$ cat src/rtl/wimax_pkg.sv
// Shared WiMAX PHY receive-side types and constants.
// Latency: n/a (types and constants only).
// Backpressure: n/a.
package wimax_pkg;

    localparam int NCBPS = 192;   // coded bits per interleaver block
    localparam int D     = 16;    // interleaver column count
    localparam int NCPC  = 2;     // coded bits per carrier (QPSK)

    typedef logic [8:0] bit_idx_t;

    typedef enum logic {FILL, WAIT}  deint_wr_state_t;
    typedef enum logic {IDLE, DRAIN} deint_rd_state_t;

endpackage

$ cat src/rtl/deinterleaver_if.sv
// Bit-stream bus between demapper, deinterleaver and FEC decoder.
// Latency: n/a (wires only).
// Backpressure: valid/ready on both the input (demod) and output (fec) sides.
// slave  : deinterleaver view (consumes data_in, produces data_out).
// master : environment view (drives data_in and ready_fec).
// data_out_index exists only when DEINTERLEAVER_INDEX_EN is defined.
interface deinterleaver_if;
    import wimax_pkg::*;

    logic     valid_demod;
    logic     data_in;
    logic     ready_deinterleaver;
    logic     valid_deinterleaver;
    logic     data_out;
    logic     ready_fec;
`ifdef DEINTERLEAVER_INDEX_EN
    bit_idx_t data_out_index;

    modport slave (
        input  valid_demod, data_in, ready_fec,
        output ready_deinterleaver, valid_deinterleaver, data_out, data_out_index
    );
    modport master (
        output valid_demod, data_in, ready_fec,
        input  ready_deinterleaver, valid_deinterleaver, data_out, data_out_index
    );
`else
    modport slave (
        input  valid_demod, data_in, ready_fec,
        output ready_deinterleaver, valid_deinterleaver, data_out
    );
    modport master (
        output valid_demod, data_in, ready_fec,
        input  ready_deinterleaver, valid_deinterleaver, data_out
    );
`endif

endinterface

$ cat src/rtl/deinterleaver_addr.sv
// Inverse WiMAX block-interleaver permutation: received position j -> original index k.
// Latency: purely combinational, 0 cycles.
// Backpressure: none.
// Ports: j_i (over-the-air bit position), k_o (original pre-interleave index).
module deinterleaver_addr
    import wimax_pkg::*;
#(
    parameter int P_NCBPS = NCBPS,
    parameter int P_NCPC  = NCPC,
    parameter int P_D     = D
) (
    input  bit_idx_t j_i,
    output bit_idx_t k_o
);

    // s = max(Ncpc/2, 1); QPSK gives s = 1, so the first stage reduces to m = j.
    localparam int          S    = (P_NCPC / 2 > 1) ? (P_NCPC / 2) : 1;
    localparam logic [13:0] S_W  = 14'(S);
    localparam logic [13:0] D_W  = 14'(P_D);
    localparam logic [13:0] N_W  = 14'(P_NCBPS);
    localparam logic [13:0] N1_W = 14'(P_NCBPS - 1);

    // 14-bit intermediates: d*m peaks just under d*Ncbps, which fits without wrap.
    logic [13:0] j_w;
    logic [13:0] m_w;
    logic [13:0] dm_w;
    logic [13:0] k_w;

    always_comb begin
        j_w  = {5'd0, j_i};
        m_w  = S_W * (j_w / S_W) + ((j_w + (D_W * j_w) / N_W) % S_W);
        dm_w = D_W * m_w;
        k_w  = dm_w - N1_W * (dm_w / N_W);
    end

    assign k_o = bit_idx_t'(k_w);

endmodule

$ cat src/rtl/deinterleaver.sv
// WiMAX receive deinterleaver: ping-pong bank written in permuted order, drained in original order.
// Latency: last input bit accepted at edge T -> k=0 bit valid in cycle T+1; 1 bit/cycle sustained.
// Backpressure: ready_deinterleaver drops while a full write bank waits for the read bank to drain.
// Ports: clk, resetN (async active-low), bus (deinterleaver_if.slave).
// Option DEINTERLEAVER_INDEX_EN adds the registered data_out_index output.
module deinterleaver
    import wimax_pkg::*;
#(
    parameter int P_NCBPS = NCBPS,
    parameter int P_NCPC  = NCPC,
    parameter int P_D     = D
) (
    input  logic          clk,
    input  logic          resetN,
    deinterleaver_if.slave bus
);

    localparam int       AW   = $clog2(P_NCBPS);
    localparam bit_idx_t LAST = bit_idx_t'(P_NCBPS - 1);
    localparam bit_idx_t ONE  = bit_idx_t'(1);

    deint_wr_state_t wr_state_q, wr_state_d;
    deint_rd_state_t rd_state_q, rd_state_d;
    bit_idx_t        j_q, j_d;
    bit_idx_t        r_q, r_d;
    logic            wsel_q, wsel_d;
    bit_idx_t        k;

    logic [1:0][P_NCBPS-1:0] bank_q, bank_d;

    logic rdy;
    logic acc;
    logic out_xfer;
    logic wr_last;
    logic rd_last;
    logic swap;

    deinterleaver_addr #(
        .P_NCBPS (P_NCBPS),
        .P_NCPC  (P_NCPC),
        .P_D     (P_D)
    ) u_addr (
        .j_i (j_q),
        .k_o (k)
    );

    always_comb begin
        // Qualify with resetN so ready reads 0 while reset is held.
        rdy      = (wr_state_q == FILL) && resetN;
        acc      = rdy && bus.valid_demod;
        out_xfer = (rd_state_q == DRAIN) && bus.ready_fec;
        wr_last  = acc && (j_q == LAST);
        rd_last  = out_xfer && (r_q == LAST);
        // Swap when a full write bank meets an empty (or just-emptied) read bank.
        swap     = ((wr_state_q == FILL) && wr_last && ((rd_state_q == IDLE) || rd_last)) ||
                   ((wr_state_q == WAIT) && rd_last);

        wr_state_d = wr_state_q;
        rd_state_d = rd_state_q;
        wsel_d     = wsel_q;
        j_d        = j_q;
        r_d        = r_q;

        if (acc) begin
            j_d = wr_last ? '0 : j_q + ONE;
        end
        if (out_xfer) begin
            r_d = rd_last ? '0 : r_q + ONE;
        end

        if (wr_last && !swap) begin
            wr_state_d = WAIT;
        end

        if (swap) begin
            wr_state_d = FILL;
            rd_state_d = DRAIN;
            wsel_d     = ~wsel_q;
            j_d        = '0;
            r_d        = '0;
        end else if (rd_last) begin
            rd_state_d = IDLE;
        end
    end

    always_comb begin
        bank_d = bank_q;
        if (acc) begin
            bank_d[wsel_q][AW'(k)] = bus.data_in;
        end
    end

    always_ff @(posedge clk or negedge resetN) begin
        if (!resetN) begin
            wr_state_q <= FILL;
            rd_state_q <= IDLE;
            wsel_q     <= 1'b0;
            j_q        <= '0;
            r_q        <= '0;
        end else begin
            wr_state_q <= wr_state_d;
            rd_state_q <= rd_state_d;
            wsel_q     <= wsel_d;
            j_q        <= j_d;
            r_q        <= r_d;
        end
    end

    // Storage carries no reset; a reset simply abandons whatever the banks hold.
    always_ff @(posedge clk) begin
        bank_q <= bank_d;
    end

    assign bus.ready_deinterleaver = rdy;
    assign bus.valid_deinterleaver = (rd_state_q == DRAIN);
    assign bus.data_out            = (rd_state_q == DRAIN) ? bank_q[~wsel_q][AW'(r_q)] : 1'b0;

`ifdef DEINTERLEAVER_INDEX_EN
    bit_idx_t idx_q, idx_d;

    // Tracks r while draining and holds the last index once the read side goes idle.
    always_comb begin
        idx_d = idx_q;
        if (rd_state_d == DRAIN) begin
            idx_d = r_d;
        end
    end

    always_ff @(posedge clk or negedge resetN) begin
        if (!resetN) begin
            idx_q <= '0;
        end else begin
            idx_q <= idx_d;
        end
    end

    assign bus.data_out_index = idx_q;
`endif

endmodule

$ cat src/flat_wrapper.sv
// flat-port wrapper written by rule: the top's interface ports become plain ports
module deinterleaver_flat import wimax_pkg::*;
#(
    parameter int P_NCBPS = NCBPS,
    parameter int P_NCPC  = NCPC,
    parameter int P_D     = D
)
  (clk, resetN, bus_valid_demod, bus_data_in, bus_ready_fec, bus_ready_deinterleaver, bus_valid_deinterleaver, bus_data_out);
  deinterleaver_if bus_i ();
  input  logic clk;
  input  logic resetN;
  input wire logic [$bits(bus_i.valid_demod)-1:0] bus_valid_demod;
  input wire logic [$bits(bus_i.data_in)-1:0] bus_data_in;
  input wire logic [$bits(bus_i.ready_fec)-1:0] bus_ready_fec;
  output wire logic [$bits(bus_i.ready_deinterleaver)-1:0] bus_ready_deinterleaver;
  output wire logic [$bits(bus_i.valid_deinterleaver)-1:0] bus_valid_deinterleaver;
  output wire logic [$bits(bus_i.data_out)-1:0] bus_data_out;
  assign bus_i.valid_demod = bus_valid_demod;
  assign bus_i.data_in = bus_data_in;
  assign bus_i.ready_fec = bus_ready_fec;
  assign bus_ready_deinterleaver = bus_i.ready_deinterleaver;
  assign bus_valid_deinterleaver = bus_i.valid_deinterleaver;
  assign bus_data_out = bus_i.data_out;
  deinterleaver #(.P_NCBPS(P_NCBPS), .P_NCPC(P_NCPC), .P_D(P_D)) u_core (.clk(clk), .resetN(resetN), .bus(bus_i));
endmodule
$ cat config.mk
export PLATFORM = sky130hd
export DESIGN_NAME = deinterleaver_flat
export DESIGN_NICKNAME = d
export VERILOG_FILES = /design/src/rtl/wimax_pkg.sv /design/src/rtl/deinterleaver_if.sv /design/src/rtl/deinterleaver_addr.sv /design/src/rtl/deinterleaver.sv /design/src/flat_wrapper.sv
export SDC_FILE = /design/constraint.sdc
export NUM_CORES = 1
export LEC_CHECK = 0
export ABC_AREA = 1
export CELL_PAD_IN_SITES_DETAIL_PLACEMENT = 0
export CELL_PAD_IN_SITES_GLOBAL_PLACEMENT = 1
export CORE_UTILIZATION = 54
export CTS_CLUSTER_SIZE = 30
export DETAILED_ROUTE_END_ITERATION = 16
export PLACE_DENSITY_LB_ADDON = 0.12
export SLEW_MARGIN = 15
export SYNTH_ARGS = -nofsm -noshare
export SYNTH_HDL_FRONTEND = slang
export SYNTH_HIERARCHICAL = 1
export SYNTH_SLANG_ARGS = --single-unit
$ cat constraint.sdc
create_clock -name clk -period 8.6 [get_ports clk]
set_input_delay 1.29 -clock clk [delete_from_list [all_inputs] [get_ports clk]]
set_output_delay 1.29 -clock clk [all_outputs]
set_load 0.1 [all_outputs]
==> impl_metrics.toml, run 1 <==
[clock_tree]
clockBufferDepth = 3
clock_sinks = 405
cts_setup_buffers = 0
path_clk_slew_ps = 60
clk_latency_ps = 580
htree_levels = 2
cts_buffers = 45
cts_hold_buf = 0
cts_root_buffer = "clkbuf_16"
cts_resized = 0
cts_tree = "built"

[hold_path]
worstHoldPathCells = 2
min_to = "u_core/r_q[8]"
holdCritPathClass = "reg -> reg"
hp-start = "u_core/r_q[8]"

[setup_path]
cp.arrival_ps = 5020
cp-start-kind = "flip-flop"
worstRegToRegCells = 27
criticalPathCategory = "reg -> out"
endpoint_kind = "primary output"
r2r-start = "u_core/j_q[6]"
rrSetupSlack_ps = 2440
cp_max_fo = 109
r2r-end = "u_core/bank_q[307]"
worstPathRequired_ps = 7310

[layout]
antenna_cells = 0
drive_gt1_share_pct = 6.99
nFillCells = 3193
nets = 2224
areaGrowthSynthToFinish_pct = 8.16
multi_input_area_um2 = 7200
seq_area_um2 = 12100

[timing]
finalCriticalPeriod_ps = 6310
fmax_ghz = 0.158
max-slew-margin-rel_pct = 21.0
min_period_over_period_pct = 73.4
setup-violations-final = 0
slew_viol_final = 0
hold_violations = 0
worst_pin_slew_ps = 1180
grt_setup_unrepaired = "no"
clock-skew-final_ps = 22.9
fin_setup_tns_ps = 0

[global_route]
grt_pass1_vias = 14900
grt_max_degree = 231
track_usage_pct = 28.5
grt_antenna_before_repair = 0
overflow = 0
grt_pass1_wl_um = 82600

[place]
place_hpwl_um = 28500
gp_routability_congestion = 0.827
port_buffers = 7

[die]
die_area_um2 = 38400
std_cell_rows = 70
io_pins = 8
core_area_um2 = 36800
start_util_pct = 55.3
die_h_um = 196
die_x_um = 196

[status]
outcome = "finished, final reports clean"

[logic_synthesis]
avgSynthCellArea_um2 = 9.05
netlist_area_um2 = 20300
syn-num-nets = 2289
synthCells = 2246
ys_warn_count = 6

[run]
maxCapViolCount = 0

[detailed_routing]
avgViaCountPerCell = 5.71
vias = 15300
routed_wirelength_um = 53500
ant_nets = 0
drt-initial-drc-count = 1408
dr.pass1.iters = 5
drc = 0
wl_per_cell_um = 19.9
[routing by layer]
layer  share of wire (%)  GRT usage, %
met5                   0             0
met4                 3.0          9.26
met3                 6.9          4.38
met2                  49          49.4
met1                  41          36.6
[flip-flops by register name (all words and copies together) (netlist names)]
| signal | flops |
|---|---|
| u_core/wr_state_q | 1 |
| u_core/r_q | 9 |
| u_core/j_q | 9 |
| u_core/bus.valid_deinterleaver | 1 |
| u_core/bank_q | 384 |
| u_core/wsel_q | 1 |
[through the flow]
| step | util [%] | std cells | setup slack (ps) | area, µm² | hold slack [ps] |
|---|---|---|---|---|---|
| 2_1_floorplan | - | 2246 | 3380 | 20300 | 511 |
| 6_report | 59.8 | 2684 | 2290 | 22000 | 557 |
| 4_1_cts | 59.8 | 2684 | 2250 | 22000 | 559 |
| 3_3_place_gp | 56.0 | 2602 | 2510 | 20600 | 530 |
| 5_1_grt | 59.8 | 2684 | 1960 | 22000 | 582 |
| 3_5_place_dp | 56.0 | 2602 | 2420 | 20600 | 542 |
[layout by cell type (no fill, tap or decap), types with 3 or more instances in the layout]
| cell type | count |
|---|---|
| nand2_1 | 587 |
| nor2_1 | 519 |
| edfxtp_1 | 384 |
| nand3_1 | 189 |
| inv_1 | 111 |
| o21ai_0 | 81 |
| a21oi_1 | 49 |
| clkbuf_16 | 47 |
| buf_4 | 24 |
| nor2_2 | 23 |
| ha_1 | 21 |
| dfrtp_1 | 19 |
| fa_1 | 17 |
| clkbuf_1 | 13 |
| o211ai_1 | 13 |
| nand2_2 | 12 |
| clkinv_2 | 10 |
| clkinv_1 | 10 |
| inv_2 | 9 |
| o22ai_1 | 7 |
| xor2_1 | 7 |
| clkdlybuf4s50_1 | 6 |
| o221ai_1 | 6 |
| nand2_4 | 4 |
| nor3_1 | 4 |
| o21ai_1 | 3 |
| nand3_2 | 3 |
| o21ai_2 | 3 |
[how the worst max path moves through the flow]
stage | start | end | cells after the start
floorplan | u_core/j_q[7] | u_core/bank_q[88] | 28
global placement | u_core/j_q[6] | u_core/bank_q[304] | 27
detailed placement | u_core/j_q[6] | u_core/bank_q[307] | 27
CTS | u_core/wsel_q | bus_data_out | 15
global route | u_core/wsel_q | bus_data_out | 15
finish | u_core/wsel_q | bus_data_out | 15
[worst max-delay path, stage by stage, from the launching register on]
cell	delay, ps
dfrtp_4	770
inv_6	660
buf_12	480
nand2_1	100
nand3_1	100
nand3_1	90
nand2_1	110
nand2_1	80
nand2_1	120
nand3_1	120
nand3_1	160
nand3_1	90
nand2_1	120
nand2_1	70
a21oi_1	120
clkdlybuf4s50_1	1140
[final cells by class]
class | instances | area share (%)
Inverter | 124 | 2.15
Multi-Input combinational cell | 1572 | 32.7
Tap cell | 468 | 2.66
Timing Repair Buffer | 33 | 1.34
Clock inverter | 20 | 0.541
Clock buffer | 62 | 5.70
Sequential cell | 405 | 54.9
Power of run 1 is not shown: default switching activity piles up to over one toggle a cycle in this logic, so the estimate is an artifact.
==> run 2, diff against run 1 <==
--- a/config.mk
+++ b/config.mk
@@ -8,7 +8,7 @@
 export ABC_AREA = 1
 export CELL_PAD_IN_SITES_DETAIL_PLACEMENT = 0
 export CELL_PAD_IN_SITES_GLOBAL_PLACEMENT = 1
-export CORE_UTILIZATION = 54
+export CORE_UTILIZATION = 50
 export CTS_CLUSTER_SIZE = 30
 export DETAILED_ROUTE_END_ITERATION = 16
 export PLACE_DENSITY_LB_ADDON = 0.12
==> constraint.sdc (replaced) <==
create_clock -name clk -period 6.03 [get_ports clk]
set_input_delay 0.9045 -clock clk [delete_from_list [all_inputs] [get_ports clk]]
set_output_delay 0.9045 -clock clk [all_outputs]
set_load 0.1 [all_outputs]
==> impl_metrics.toml, run 2 (synthesis gave the netlist of run 1 again) <==
[setup_path]
endpoint_kind = "flip-flop"
crit_start = "u_core/j_q[7]"
cp-start-kind = "flip-flop"
worstRegToRegCells = 28
r2r-end = "u_core/bank_q[57]"
r2r-start = "u_core/j_q[7]"
cpMaxStageDelayCell = "fa_1"
cp_max_fo = 8
path_buf_inv = 7
rrSetupSlack_ps = 540
cp.arrival_ps = 5760
cp_common_cell = "nand2_2"
cpLargestDelayFamily = "adder cells"
criticalPathCategory = "reg -> reg"
worstPathRequired_ps = 6310
cpPeakStageDelay_ps = 530

[place]
gp_routability_congestion = 0.821
place_hpwl_um = 28400
port_buffers = 7

[timing]
worst_pin_slew_ps = 1180
grt_setup_unrepaired = "no"
min_period_over_period_pct = 91.0
hold_violations = 0
fin_setup_tns_ps = 0
hold_ws_ps = 562
setup-violations-final = 0
finalCriticalPeriod_ps = 5490
clock-skew-final_ps = 11.6
fmax_ghz = 0.182
slew_viol_final = 0
max-slew-margin-rel_pct = 21.3

[global_route]
grt_max_degree = 197
overflow = 0
grt_pass1_wl_um = 83500
grt_antenna_before_repair = 0
track_usage_pct = 26.6
grt_pass1_vias = 14600

[clock_tree]
cts_resized = 0
cts_buffers = 44
htree_levels = 2
path_clk_slew_ps = 60
clk_latency_ps = 580
clock_sinks = 405
cts_tree = "built"
clockBufferDepth = 3
cts_setup_buffers = 0
cts_root_buffer = "clkbuf_16"
cts_hold_buf = 0

[layout]
reg.largest.list = "u_core/bank_q x384, u_core/j_q x9, u_core/r_q x9"
final_cell_mix = "587 x nand2_1, 523 x nor2_1, 384 x edfxtp_1"
regMostFlops = "u_core/bank_q"
layout_commonest_cell = "nand2_1"
antenna_cells = 0
drive_gt1_share_pct = 6.88
largest_reg_flops = 384
areaGrowthSynthToFinish_pct = 8.94
nets = 2234

[die]
std_cell_rows = 73
core_area_um2 = 39900
die_area_um2 = 41500
io_pins = 8
start_util_pct = 50.9
die_x_um = 204
die_h_um = 204

[hold_path]
worstHoldPathCells = 2
min_to = "u_core/wr_state_q"
hp-start = "u_core/wr_state_q"
holdCritPathClass = "reg -> reg"

[detailed_routing]
routed_wirelength_um = 53900
wl_met1_um = 23000
avgViaCountPerCell = 5.52
wl_per_cell_um = 19.6
drc = 0
dr_wl_met3_um = 3170
dr.pass1.iters = 5
ant_nets = 0
top_layer = "met4"
drt-initial-drc-count = 1380
vias = 15200
wl_met2_um = 26400

[run]
maxCapViolCount = 0

[status]
outcome = "finished, final reports clean"
run 2: layout make-up:
type                       count  area, µm²
fill                        3545      17800
sequential                   405      12100
multi-input combinational   1572       7190
clock buffer                  57       1190
tap                          525        657
inverter                     124        473
timing repair buffer          44        438
clock inverter                23        133
run 2: worst max path at each step:
stage	to	slack, ps	cells past startpoint
floorplan	u_core/bank_q[88]	810	28
global placement	u_core/bank_q[54]	670	27
detailed placement	u_core/bank_q[52]	580	28
CTS	u_core/bank_q[52]	570	27
global route	u_core/bank_q[51]	190	28
finish	u_core/bank_q[57]	540	28
run 2: per-stage QoR:
step                      instances  utilization, %  area [µm²]  worst slack, ps
after floorplan                2246               -       20300              805
after global placement         2670            52.2       20800              671
after detailed placement       2670            52.2       20800              583
after CTS                      2750            55.5       22100              565
after global routing           2750            55.5       22100              193
final                          2750            55.5       22100              543
run 2: metal layers:
metal | global-route usage (%) | vias to the layer above
li1 | - | 7274
met1 | 35.7 | 7405
met2 | 45.1 | 425
met3 | 3.48 | 86
met4 | 7.65 | 0
met5 | 0 | -
run 2: worst reg2reg max path: cells and delay by family (launching register included):
family	cells	cell delay, ps
AOI/OAI and AO/OA	2	220
xor gates and xnor gates	1	170
adders and majority gates	5	2290
buffers and inverters	7	640
DFF	1	450
and+or+nand+nor	13	1420
Power of run 2 is left out for the same reason.
